File: src/rtl/muldiv_unit.sv
`default_nettype none
// +-----------------------------------------------------------------------------+
// | muldiv_unit: iterative 32-cycle multiply/divide unit (RV32M funct3 encoding) |
// | Optional MULDIV_EARLY_EN: single-cycle divide-by-zero / overflow results.    |
// | Revision: 1.0                                                                |
// +-----------------------------------------------------------------------------+
module muldiv_unit #(
    parameter int DATA_WIDTH = 32
) (
    input  logic                  clk,
    input  logic                  rst_n,
    input  logic                  start,
    input  logic                  flush,
    input  logic [2:0]            op,
    input  logic [DATA_WIDTH-1:0] a,
    input  logic [DATA_WIDTH-1:0] b,
    input  logic [4:0]            rd_in,
    output logic                  busy,
    output logic                  done,
    output logic [DATA_WIDTH-1:0] result,
    output logic [4:0]            rd_out
);

    localparam int                    W           = DATA_WIDTH;
    localparam logic [5:0]            c_last_iter = 6'(DATA_WIDTH - 1);
    localparam logic [DATA_WIDTH-1:0] c_min_int   = {1'b1, {(DATA_WIDTH-1){1'b0}}};

    typedef enum logic [1:0] {
        S_IDLE = 2'd0,
        S_CALC = 2'd1,
        S_DONE = 2'd2
    } state_t;

    state_t       r_state, w_next_state;
    logic [2:0]   r_op;
    logic [W-1:0] r_a, r_b, r_mcand, r_hi, r_lo;
    logic [4:0]   r_rd;
    logic [5:0]   r_cnt;
    logic         r_neg_q, r_neg_r;

    logic         w_accept, w_early, w_last;
    logic         w_a_signed, w_b_signed, w_a_neg, w_b_neg;
    logic [W-1:0] w_early_res, w_hi_nx, w_lo_nx, w_quot, w_rem, w_final;
    logic [W:0]   w_sum, w_rshift, w_diff, w_spec_lat;
    logic [2*W-1:0] w_prod;

    // Returns {flag, value}: flag set for divide-by-zero or signed overflow.
    function automatic logic [DATA_WIDTH:0] special_res(input logic [2:0] f,
                                                        input logic [DATA_WIDTH-1:0] x,
                                                        input logic [DATA_WIDTH-1:0] y);
        logic [DATA_WIDTH:0] res;
        res = '0;
        if (f[2]) begin
            if (y == '0)
                res = {1'b1, (f[1] ? x : {DATA_WIDTH{1'b1}})};
            else if (!f[0] && x == c_min_int && y == '1)
                res = {1'b1, (f[1] ? {DATA_WIDTH{1'b0}} : c_min_int)};
        end
        return res;
    endfunction

    assign w_accept   = (r_state != S_CALC) && start && !flush;
    assign w_last     = (r_state == S_CALC) && (r_cnt == c_last_iter);
    assign w_a_signed = op[2] ? !op[0] : (op[1:0] == 2'b01 || op[1:0] == 2'b10);
    assign w_b_signed = op[2] ? !op[0] : (op[1:0] == 2'b01);
    assign w_a_neg    = w_a_signed && a[W-1];
    assign w_b_neg    = w_b_signed && b[W-1];

`ifdef MULDIV_EARLY_EN
    logic [W:0] w_spec_in;
    assign w_spec_in   = special_res(op, a, b);
    assign w_early     = w_accept && w_spec_in[W];
    assign w_early_res = w_spec_in[W-1:0];
`else
    assign w_early     = 1'b0;
    assign w_early_res = '0;
`endif

    assign busy = (r_state == S_CALC);
    assign done = (r_state == S_DONE);

    always_ff @(posedge clk) begin
        if (!rst_n)
            r_state <= S_IDLE;
        else
            r_state <= w_next_state;
    end

    always_comb begin
        w_next_state = r_state;
        if (flush) begin
            w_next_state = S_IDLE;
        end else begin
            case (r_state)
                S_IDLE, S_DONE: begin
                    if (start)
                        w_next_state = w_early ? S_DONE : S_CALC;
                    else
                        w_next_state = S_IDLE;
                end
                S_CALC: begin
                    if (w_last)
                        w_next_state = S_DONE;
                end
                default: w_next_state = S_IDLE;
            endcase
        end
    end

    // r_hi/r_lo hold {accumulator, multiplier} for multiply and {remainder, dividend/quotient} for divide.
    always_comb begin
        w_sum    = {1'b0, r_hi} + (r_lo[0] ? {1'b0, r_mcand} : '0);
        w_rshift = {r_hi, r_lo[W-1]};
        w_diff   = w_rshift - {1'b0, r_mcand};
        if (r_op[2]) begin
            if (!w_diff[W]) begin
                w_hi_nx = w_diff[W-1:0];
                w_lo_nx = {r_lo[W-2:0], 1'b1};
            end else begin
                w_hi_nx = w_rshift[W-1:0];
                w_lo_nx = {r_lo[W-2:0], 1'b0};
            end
        end else begin
            w_hi_nx = w_sum[W:1];
            w_lo_nx = {w_sum[0], r_lo[W-1:1]};
        end
        w_prod     = r_neg_q ? -{w_hi_nx, w_lo_nx} : {w_hi_nx, w_lo_nx};
        w_quot     = r_neg_q ? -w_lo_nx : w_lo_nx;
        w_rem      = r_neg_r ? -w_hi_nx : w_hi_nx;
        w_spec_lat = special_res(r_op, r_a, r_b);
        if (w_spec_lat[W]) begin
            w_final = w_spec_lat[W-1:0];
        end else begin
            case (r_op)
                3'b000:                 w_final = w_prod[W-1:0];
                3'b001, 3'b010, 3'b011: w_final = w_prod[2*W-1:W];
                3'b100, 3'b101:         w_final = w_quot;
                default:                w_final = w_rem;
            endcase
        end
    end

    always_ff @(posedge clk) begin
        if (!rst_n) begin
            r_op    <= '0;
            r_a     <= '0;
            r_b     <= '0;
            r_rd    <= '0;
            r_cnt   <= '0;
            r_hi    <= '0;
            r_lo    <= '0;
            r_mcand <= '0;
            r_neg_q <= 1'b0;
            r_neg_r <= 1'b0;
            result  <= '0;
            rd_out  <= '0;
        end else if (w_accept) begin
            r_op    <= op;
            r_a     <= a;
            r_b     <= b;
            r_rd    <= rd_in;
            r_cnt   <= '0;
            r_hi    <= '0;
            r_lo    <= w_a_neg ? -a : a;
            r_mcand <= w_b_neg ? -b : b;
            r_neg_q <= w_a_neg ^ w_b_neg;
            r_neg_r <= w_a_neg;
            if (w_early) begin
                result <= w_early_res;
                rd_out <= rd_in;
            end
        end else if (busy && !flush) begin
            r_cnt <= r_cnt + 6'd1;
            r_hi  <= w_hi_nx;
            r_lo  <= w_lo_nx;
            if (w_last) begin
                result <= w_final;
                rd_out <= r_rd;
            end
        end
    end

endmodule
`default_nettype wire

File: config.mk
export PLATFORM = sky130hd
export DESIGN_NAME = muldiv_unit
export DESIGN_NICKNAME = d
export VERILOG_FILES = /design/src/rtl/muldiv_unit.sv
export SDC_FILE = /design/constraint.sdc
export NUM_CORES = 1
export LEC_CHECK = 0
export ABC_CLOCK_PERIOD_IN_PS = 10100
export BUFFER_PORTS_ARGS = -buffer_cell sky130_fd_sc_hd__clkbuf_2
export CORE_MARGIN = 8
export CORE_UTILIZATION = 45
export CTS_CLUSTER_DIAMETER = 40
export DETAILED_ROUTE_END_ITERATION = 6
export PLACE_DENSITY = 0.67
export SYNTH_ARGS = -nofsm -noshare
export SYNTH_HDL_FRONTEND = slang
export SYNTH_SLANG_ARGS = --single-unit
File: constraint.sdc
create_clock -name clk -period 10.1 [get_ports clk]
set_clock_uncertainty 0.2 [all_clocks]
set_input_delay 0 -clock clk [delete_from_list [all_inputs] [get_ports clk]]
set_output_delay 0 -clock clk [all_outputs]
set_load 0.01 [all_outputs]
Word level (Yosys, flattened, before mapping)
Index checks and enable logic that the tools add are counted.
{ "totals": {"regBits": 215, "input_bits": 76, "output_inout_bits": 39, "wordCells": 84} }
{ "op_classes": {"add_sub_neg": 8, "eq_ne": 14, "mux": 24, "bitwise": 3, "reduce_logical": 22} }
{ "op_table": {"columns": ["cell", "count"], "rows": [
  ["$mux W32", 13],
  ["$neg A32 Y32", 4],
  ["$mux W33", 3],
  ["$pmux W32 S3", 1],
  ["$eq A32 B32 Y1 const B", 2],
  ["$mux W64", 1],
  ["$neg A64 Y64", 1],
  ["$add A32 B32 Y33", 1],
  ["$sub A33 B32 Y33", 1],
  ["$logic_not A32 Y1", 1],
  ["$logic_and A1 B1 Y1", 8],
  ["$reduce_or A2 Y1", 4],
  ["$add A6 B1 Y6 const B", 1],
  ["$eq A3 B2 Y1 const B", 2],
  ["$eq A3 B3 Y1 const B", 2],
  ["$eq A6 B5 Y1 const B", 1],
  ["$eq A2 B1 Y1 const B", 2],
  ["$eq A2 B2 Y1 const B", 2],
  ["$mux W1", 4],
  ["$ne A2 B1 Y1 const B", 2],
  ["$pmux W2 S2", 1],
  ["$eq A3 B1 Y1 const B", 1],
  ["$logic_not A1 Y1", 3],
  ["$logic_not A3 Y1", 1],
  ["other kinds (8)", 9]
]} }

Logic depth before layout (Yosys ltp)
Gate-level depths: netlist (run 1).
{ "logic_depth": {"ltp_word": 7, "ltp_mapped": 25, "ltp_nobuf": 23} }

Worst setup path after synthesis (run 1)
OpenSTA, ideal clock, no wires.
{ "synth_path": {"kind": "reg2reg", "startpoint": "reg r_op[2]", "endpoint": "reg result[20]", "arrival_ns": 4.909, "t_required_ns": 9.776, "path_slack_ns": 4.867, "path_stages_with_launch": 21, "path_buffers": 8, "synth_period_minus_slack_ns": 5.233, "cell_sequence": "dfxtp_1 -> buf_1 -> buf_2 -> buf_2 -> buf_2 -> buf_2 -> buf_1 -> buf_2 -> buf_1 -> mux2i_1 -> ha_1 -> nand2_1 -> or3_1 -> nor2_1 -> nand4_1 -> nor3_1 -> nand3_1 -> o21ai_0 -> xnor2_1 -> a221oi_1 -> o21ai_0"} }
{ "synth_via": {"elab_chain_cells": 5} }
{ "synth_lines": {"columns": ["element", "line_no", "source"], "rows": [
  ["from (decl)", "35", "logic [2:0] r_op;"],
  ["from (signal assigned)", "158", "r_op <= op;"],
  ["$mux W32", "115", "if (r_op[2]) begin"],
  ["$neg A64 Y64, or another cell as far along", "127", "w_prod = r_neg_q ? -{w_hi_nx, w_lo_nx} : {w_hi_nx, w_lo_nx};"],
  ["$mux W64, or another cell as far along", "127", null],
  ["$pmux W32 S3", "134", "case (r_op)"],
  ["$mux W32 *", "131", "if (w_spec_lat[W]) begin"],
  ["to (signal assigned)", "169", "result <= w_early_res;"],
  ["to (signal assigned)", "177", "result <= w_final;"],
  ["to (decl)", "20", "output logic [DATA_WIDTH-1:0] result,"]
]} }
Every way passes the cells marked *; elsewhere a longest branch is shown, timed or not.
A chain may end at the register's enable or synchronous reset.

Worst setup path in the final report (run 1)
{ "layout_path": {"startpoint": "reg r_b[0]", "endpoint": "reg result[26]"} }
{ "layout_via": {"elab_chain_cells": 6} }
{ "layout_lines": {"columns": ["element", "line_no", "source"], "rows": [
  ["from (decl)", "36", "logic [W-1:0] r_a, r_b, r_mcand, r_hi, r_lo;"],
  ["from (signal assigned)", "147", "r_b <= '0;"],
  ["from (signal assigned)", "160", "r_b <= b;"],
  ["$eq A32 B32 Y1", "56", "else if (!f[0] && x == c_min_int && y == '1)"],
  ["$logic_and A1 B1 Y1", "56", null],
  ["$mux W33", "56", null],
  ["$mux W33 *", "54", "if (y == '0)"],
  ["$mux W33 *", "53", "if (f[2]) begin"],
  ["$mux W32 *", "131", null]
]} }
Marks and branches as above.

==> out/qor.yml, run 1 <==
sta:
  finalSetupTns_ps: 0
  finalSetupViolCount: 0
  relSlewSlack: 0.156
  max_clock_freq_mhz: 143
  finalHoldViolations: 0
  tightest_slew_ps: 1230
  setup_ws_ps: 3090
  fin_hold_ws_ps: 58.3
  min_period_ps: 7010
  fin_crit_sh: 0.694
  rsz0062_at_grt: "no"
  maxSlewViolCount: 0
synth:
  ys_seq_area_frac: 0.237
  synth_edf_count: 0
  synth_fp_nets: 2688
  synth_area_um2: 18100
  synth.distinct_cells: 98
  synthFlopType: "dfxtp_1"
  yosysTopAreaCell: "dfxtp_1"
  avgSynthCellArea_um2: 7.11
  synthCells: 2540
  synthTopCellsByArea: "dfxtp_1, nand2_1, a21oi_1"
  yosysWarnings: 0
  synth_seq_cells: 214
  synthArstFlopShare: 0
  synth_top_cell_area_share: 0.237
setup_path:
  crit_path_max_fanout: 18
  r2r_setup_slack_ps: 3090
  start_kind: "flip-flop"
  cp_slowest_cell: "nor3_2"
  crit_path_end_kind: "flip-flop"
  cp.required_ps: 10390
  cp_data_arrival_time_ps: 7300
  r2r-end: "result[26]"
  max_stage_delay_ps: 940
  critPathCapture: "result[26]"
  startpoint: "r_b[0]"
  cp_cell_sequence: "ha_1 > inv_1 > fa_1 > a211o_1 > a21o_1 > o21ai_2 > a211oi_4 > nor3_2 > nor3_1 > a21oi_1 > ha_1 > nand2_1 > or3_1 > inv_1 > nand2_1 > o21ai_0 > xor2_1 > a21oi_1 > a221oi_1 > o21ai_0 > or3_1 > a31oi_1"
  ff2ff_path_depth: 22
  path_class: "reg -> reg"
  worstReg2RegStart: "r_b[0]"
layout:
  synthToLayoutAreaGrowth_pct: 17.6
  fin_nets: 2810
  drive_gt1_frac: 0.101
  fill_cells: 3879
  final_cell_mix: "nand2_1, a21oi_1, nor2_1, dfxtp_1, o21ai_0"
  final_common_cell: "nand2_1"
detailed_routing:
  avgViaCountPerCell: 6.40
  firstDrtPassIters: 7
  via_count: 20601
  antenna_left: 0
  drt_iter0_markers: 2441
  wl_per_cell_um: 24.6
  wl_um: 79000
  drc: 4
cts:
  htree_levels: 2
  clk_latency_ps: 560
  cts_setup_buffers: 0
  cts_max_path_buffers: 3
  cts_root_buf: "clkbuf_16"
  path_clk_slew_ps: 50
  cts.sinks: 214
  ctsHoldBuffers: 101
  cts_inserted_buffers: 39
  cts_resized: 0
  cts_tree: "built"
placed_design:
  gp_congestion: 1.02
  port_buffers: 114
  place_ws_ps: 3390
  hpwl_um: 58300
grt:
  grt_pass1_vias: 19482
  track_usage: 0.324
  grt_start_max_net_pins: 86
  antenna_found_initial: 5
  grt_pass1_wl_um: 119000
  grt_overflow_total: 0
min_path:
  worstHoldPathCells: 4
  min_path_type: "in -> reg"
power_and_ir_drop:
  p_leak_nw: 8.00
  peakVddDrop_uv: 139
  p_per_area_nw_per_um2: 144
job:
  drv_cap: 0
floorplanning:
  core_um2: 39600
  initial_core_util: 0.456
  ioPinCount: 115
  dieArea_um2: 46800
  rows: 73
  die_y_um: 216
  die_w_um: 216
outcome:
  violations: "DRC"
  status: "finished with violations"
-- cell families after synthesis --
logic type | synth area share
compound gates | 0.303
buf+inv | 0.0524
xor+xnor | 0.0839
mux | 0.0332
simple gates | 0.239
flops | 0.237
fa+ha+maj | 0.0507
-- how the worst min path moves through the flow --
stage	startpoint	endpoint	slack, ps
final	b[10]	r_b[10]	60
after global routing	b[30]	r_b[30]	70
after CTS	op[1]	r_op[1]	30
after detailed placement	rd_in[3]	r_rd[3]	30
after global placement	rd_in[4]	r_rd[4]	20
after floorplan	flush	r_state[0]	-120
-- through the flow --
stage / std cells / instance area [µm²] / utilization / total power (W)
2_1_floorplan: 2540 / 18100 / - / 0.00140
3_3_place_gp: 3045 / 18900 / 0.476 / 0.00163
3_5_place_dp: 3045 / 18900 / 0.476 / 0.00163
4_1_cts: 3215 / 21200 / 0.536 / 0.00304
5_1_grt: 3217 / 21200 / 0.536 / 0.00316
6_report: 3218 / 21200 / 0.536 / 0.00306
-- worst max-delay path: cells and delay by family (launching register included) --
kind	cells	cell delay, ps
buf+inv	2	160
flops	1	490
xor+xnor	1	350
fa+ha+maj	3	930
simple gates	6	2290
compound gates	10	2490
-- metal layers --
metal / GRT usage / part of all wire / vias up
met5: 0 / 0.00016 / -
li1: - / - / 9510
met2: 0.485 / 0.43 / 1119
met4: 0.119 / 0.037 / 2
met3: 0.0883 / 0.11 / 185
met1: 0.440 / 0.42 / 9785
-- cell type report --
cell class / count / area [µm²] / area share
flip-flops and latches: 214 / 4290 / 0.202
diodes: 3 / 7.51 / 0.000353
clock inverters: 23 / 318 / 0.0150
inverters: 69 / 262 / 0.0123
well taps: 525 / 657 / 0.0309
clock buffers: 46 / 1030 / 0.0486
repair buffers: 246 / 1810 / 0.0854
multi-input cells: 2092 / 12900 / 0.606
-- Yosys cell counts (34+ instances only) --
cell      number
o21ai_0      196
mux2i_1       52
a31oi_1       41
nand4_1       46
inv_1         66
ha_1          70
o211ai_1      34
nor4_1        38
a211oi_1      94
nor2_1       216
nor3_1        68
dfxtp_1      214
nand2_1      367
and2_1        41
xor2_1        81
xnor2_1       92
nand3_1       36
a21oi_1      273
clkbuf_1     127
-- state kept, by name (all words and copies together), names as in the netlist --
name	cells
rd_out	5
r_lo	32
r_cnt	6
r_neg_q	1
r_mcand	31
result	32
r_neg_r	1
r_op	3
r_hi	32
r_b	32
r_rd	5
r_state	2
r_a	32
-- power by group --
group	leakage (nW)	switching, W	total (W)	internal [W]
clock	0.641	0.000498	0.00139	0.000890
combinational	5.61	0.000498	0.000753	0.000254
sequential	1.74	0.0000440	0.000924	0.000880
total	8.00	0.00104	0.00306	0.00202
Note: power is estimated with default switching activity, not from simulation.
==> run 2, diff against run 1 <==
--- a/config.mk
+++ b/config.mk
@@ -5,7 +5,8 @@
 export SDC_FILE = /design/constraint.sdc
 export NUM_CORES = 1
 export LEC_CHECK = 0
-export ABC_CLOCK_PERIOD_IN_PS = 10100
+export ABC_AREA = 1
+export ABC_CLOCK_PERIOD_IN_PS = 6500
 export BUFFER_PORTS_ARGS = -buffer_cell sky130_fd_sc_hd__clkbuf_2
 export CORE_MARGIN = 8
 export CORE_UTILIZATION = 45
==> constraint.sdc (replaced) <==
create_clock -name clk -period 6.5 [get_ports clk]
set_clock_uncertainty 0.2 [all_clocks]
set_input_delay 0 -clock clk [delete_from_list [all_inputs] [get_ports clk]]
set_output_delay 0 -clock clk [all_outputs]
set_load 0.01 [all_outputs]
==> run 2 against run 1 <==
  * The flow now finishes without violations
  * Die area rose by 9.8%
  * Synthesized area rose by 11%
  * Worst hold slack got worse by 27 ps
  * Via count rose by 17%
  * Cell count rose by 34%
  * Synthesized cell count rose by 38%
  * Critical path type unchanged
  * Largest power group unchanged
  * Highest routed layer is now met4
==> out/qor.yml, run 2 <==
outcome:
  status: "finished clean"
cts:
  cts_inserted_buffers: 41
  clk_latency_ps: 580
  cts.sinks: 214
  cts_tree: "built"
  path_clk_slew_ps: 60
  cts_max_path_buffers: 3
  htree_levels: 2
  cts_root_buf: "clkbuf_16"
floorplanning:
  die_w_um: 227
  dieArea_um2: 51400
  initial_core_util: 0.454
  rows: 77
  ioPinCount: 115
  core_um2: 44000
  die_y_um: 227
layout:
  synthToLayoutAreaGrowth_pct: 18.0
  regArea_um2: 4290
  final_cell_mix: "nand2_1, inv_1, nor2_1, nand3_1, o21ai_0"
  final_common_cell: "nand2_1"
  multiInputGateArea_um2: 13000
  fill_cells: 4615
  drive_gt1_frac: 0.0935
  fin_cells: 4314
  fin_nets: 3835
  final_util: 0.536
synth:
  yosysTopAreaCell: "dfxtp_1"
  synthCells: 3514
  synth.distinct_cells: 64
  netlist_top_cells_count: "nand2_1, inv_1, nor2_1"
  synth_top_cell_area_share: 0.214
  synthArstFlopShare: 0
  synthFlopType: "dfxtp_1"
  synth_area_um2: 20000
  yosysWarnings: 0
  avgSynthCellArea_um2: 5.69
  synth_seq_cells: 214
  yosysMostFrequentCell: "nand2_1"
  ys_seq_area_frac: 0.214
  synth_edf_count: 0
  synthTopCellsByArea: "dfxtp_1, nand2_1, inv_1"
  synth_fp_nets: 3662
placed_design:
  place_ws_ps: 1450
  dp_cells: 4113
  hpwl_um: 62400
  gp_congestion: 1.02
  port_buffers: 114
sta:
  rsz0062_at_grt: "no"
  finalSetupViolCount: 0
  min_period_ps: 5130
  finalHoldViolations: 0
  maxSlewViolCount: 0
  fin_crit_sh: 0.789
  relSlewSlack: 0.178
  tightest_slew_ps: 1220
  finalSetupTns_ps: 0
  max_clock_freq_mhz: 195
  setup_ws_ps: 1370
  fin_hold_ws_ps: 31.3
grt:
  grt_start_max_net_pins: 93
  grt_pass1_vias: 21920
  antenna_found_initial: 0
  grt_pass1_wl_um: 127000
  track_usage: 0.315
  grt_overflow_total: 0
setup_path:
  worst-path-buf-inv: 2
  critPathTopFamily: "simple AND/OR/NAND/NOR gates"
  crit_path_end_kind: "flip-flop"
  max_stage_delay_ps: 420
  crit_path_max_fanout: 24
  path_class: "reg -> reg"
  crit_top_cell: "nand2_1"
  cp_data_arrival_time_ps: 5440
  start_kind: "flip-flop"
  cp_slowest_cell: "dfxtp_1"
  cp.required_ps: 6810
power_and_ir_drop:
  peakVddDrop_uv: 233
  p_leak_nw: 12.0
  p_per_area_nw_per_um2: 222
detailed_routing:
  via_count: 24200
  wl_per_cell_um: 19.4
  avgViaCountPerCell: 5.61
  firstDrtPassIters: 6
  drt_iter0_markers: 3320
  drc: 0
  antenna_left: 0
  wl_um: 83500
min_path:
  min_path_type: "in -> reg"
job:
  drv_cap: 0
run 2: changes by cell type in the layout (fill, tap and decap cells not counted), sizes merged, moves of 50 or more:
cell	delta
nand3	+264
o21ai	+86
nand2	+671
mux2i	-51
inv	+489
nor2	+101
a211oi	-98
xor2	-53
xnor2	-82
a21oi	-50
run 2: worst paths after layout:
| check | startpoint | endpoint | slack [ps] | cells after the start |
|---|---|---|---|---|
| min reg2reg | r_rd[4] | rd_out[4] | 260 | 2 |
| max reg2reg | r_b[0] | result[22] | 1370 | 31 |
| max | r_b[0] | result[22] | 1370 | 31 |
| min | op[0] | r_op[0] | 30 | 4 |
run 2: cell families (layout without fill, tap and decap cells):
family,count (synthesis),after routing,synth area share
xor gates and xnor gates,38,38,0.0167
AOI/OAI and AO/OA,665,665,0.189
adders and majority gates,72,72,0.0458
DFF,214,214,0.214
muxes,1,1,0.000501
and+or+nand+nor,1829,1829,0.400
other,0,2,0
buffers and inverters,695,901,0.134
run 2: power breakdown:
part	internal (W)	switching [W]
logic	0.000499	0.00115
registers	0.00137	0.0000655
clock network	0.00131	0.000827
total	0.00318	0.00204
run 2: stage by stage:
| stage | power, W | cell area (µm²) |
|---|---|---|
| floorplan | 0.00255 | 20000 |
| global placement | 0.00299 | 21000 |
| detailed placement | 0.00299 | 21000 |
| CTS | 0.00517 | 23600 |
| global route | 0.00545 | 23600 |
| finish | 0.00522 | 23600 |
run 2: repair_timing:
action	CTS	global route
endpoints found under the hold margin	171	0
hold buffers	123	0
gates resized for setup	0	0
setup buffers	0	0
run 2: worst reg2reg max path: cells and delay by family (launching register included):
family	cells	cell delay, ps
AND/OR/NAND/NOR	24	3160
adder cells (fa/ha/maj)	3	740
flip-flops	1	420
buffers and inverters	2	130
AO/OA/AOI/OAI	2	430
run 2: cell type report:
type | instances | area share
Inverter | 558 | 0.0889
Antenna cell | 2 | 0.000212
Timing Repair Buffer | 267 | 0.0861
Clock buffer | 48 | 0.0463
Tap cell | 592 | 0.0314
Multi-Input combinational cell | 2605 | 0.553
Clock inverter | 28 | 0.0120
Sequential cell | 214 | 0.182
run 2: metal layers:
layer	vias to the layer above	global-route usage	share of wire
met1	10737	0.439	0.43
li1	11800	-	-
met2	1429	0.454	0.40
met3	234	0.0738	0.12
met5	-	0	0
met4	0	0.145	0.050
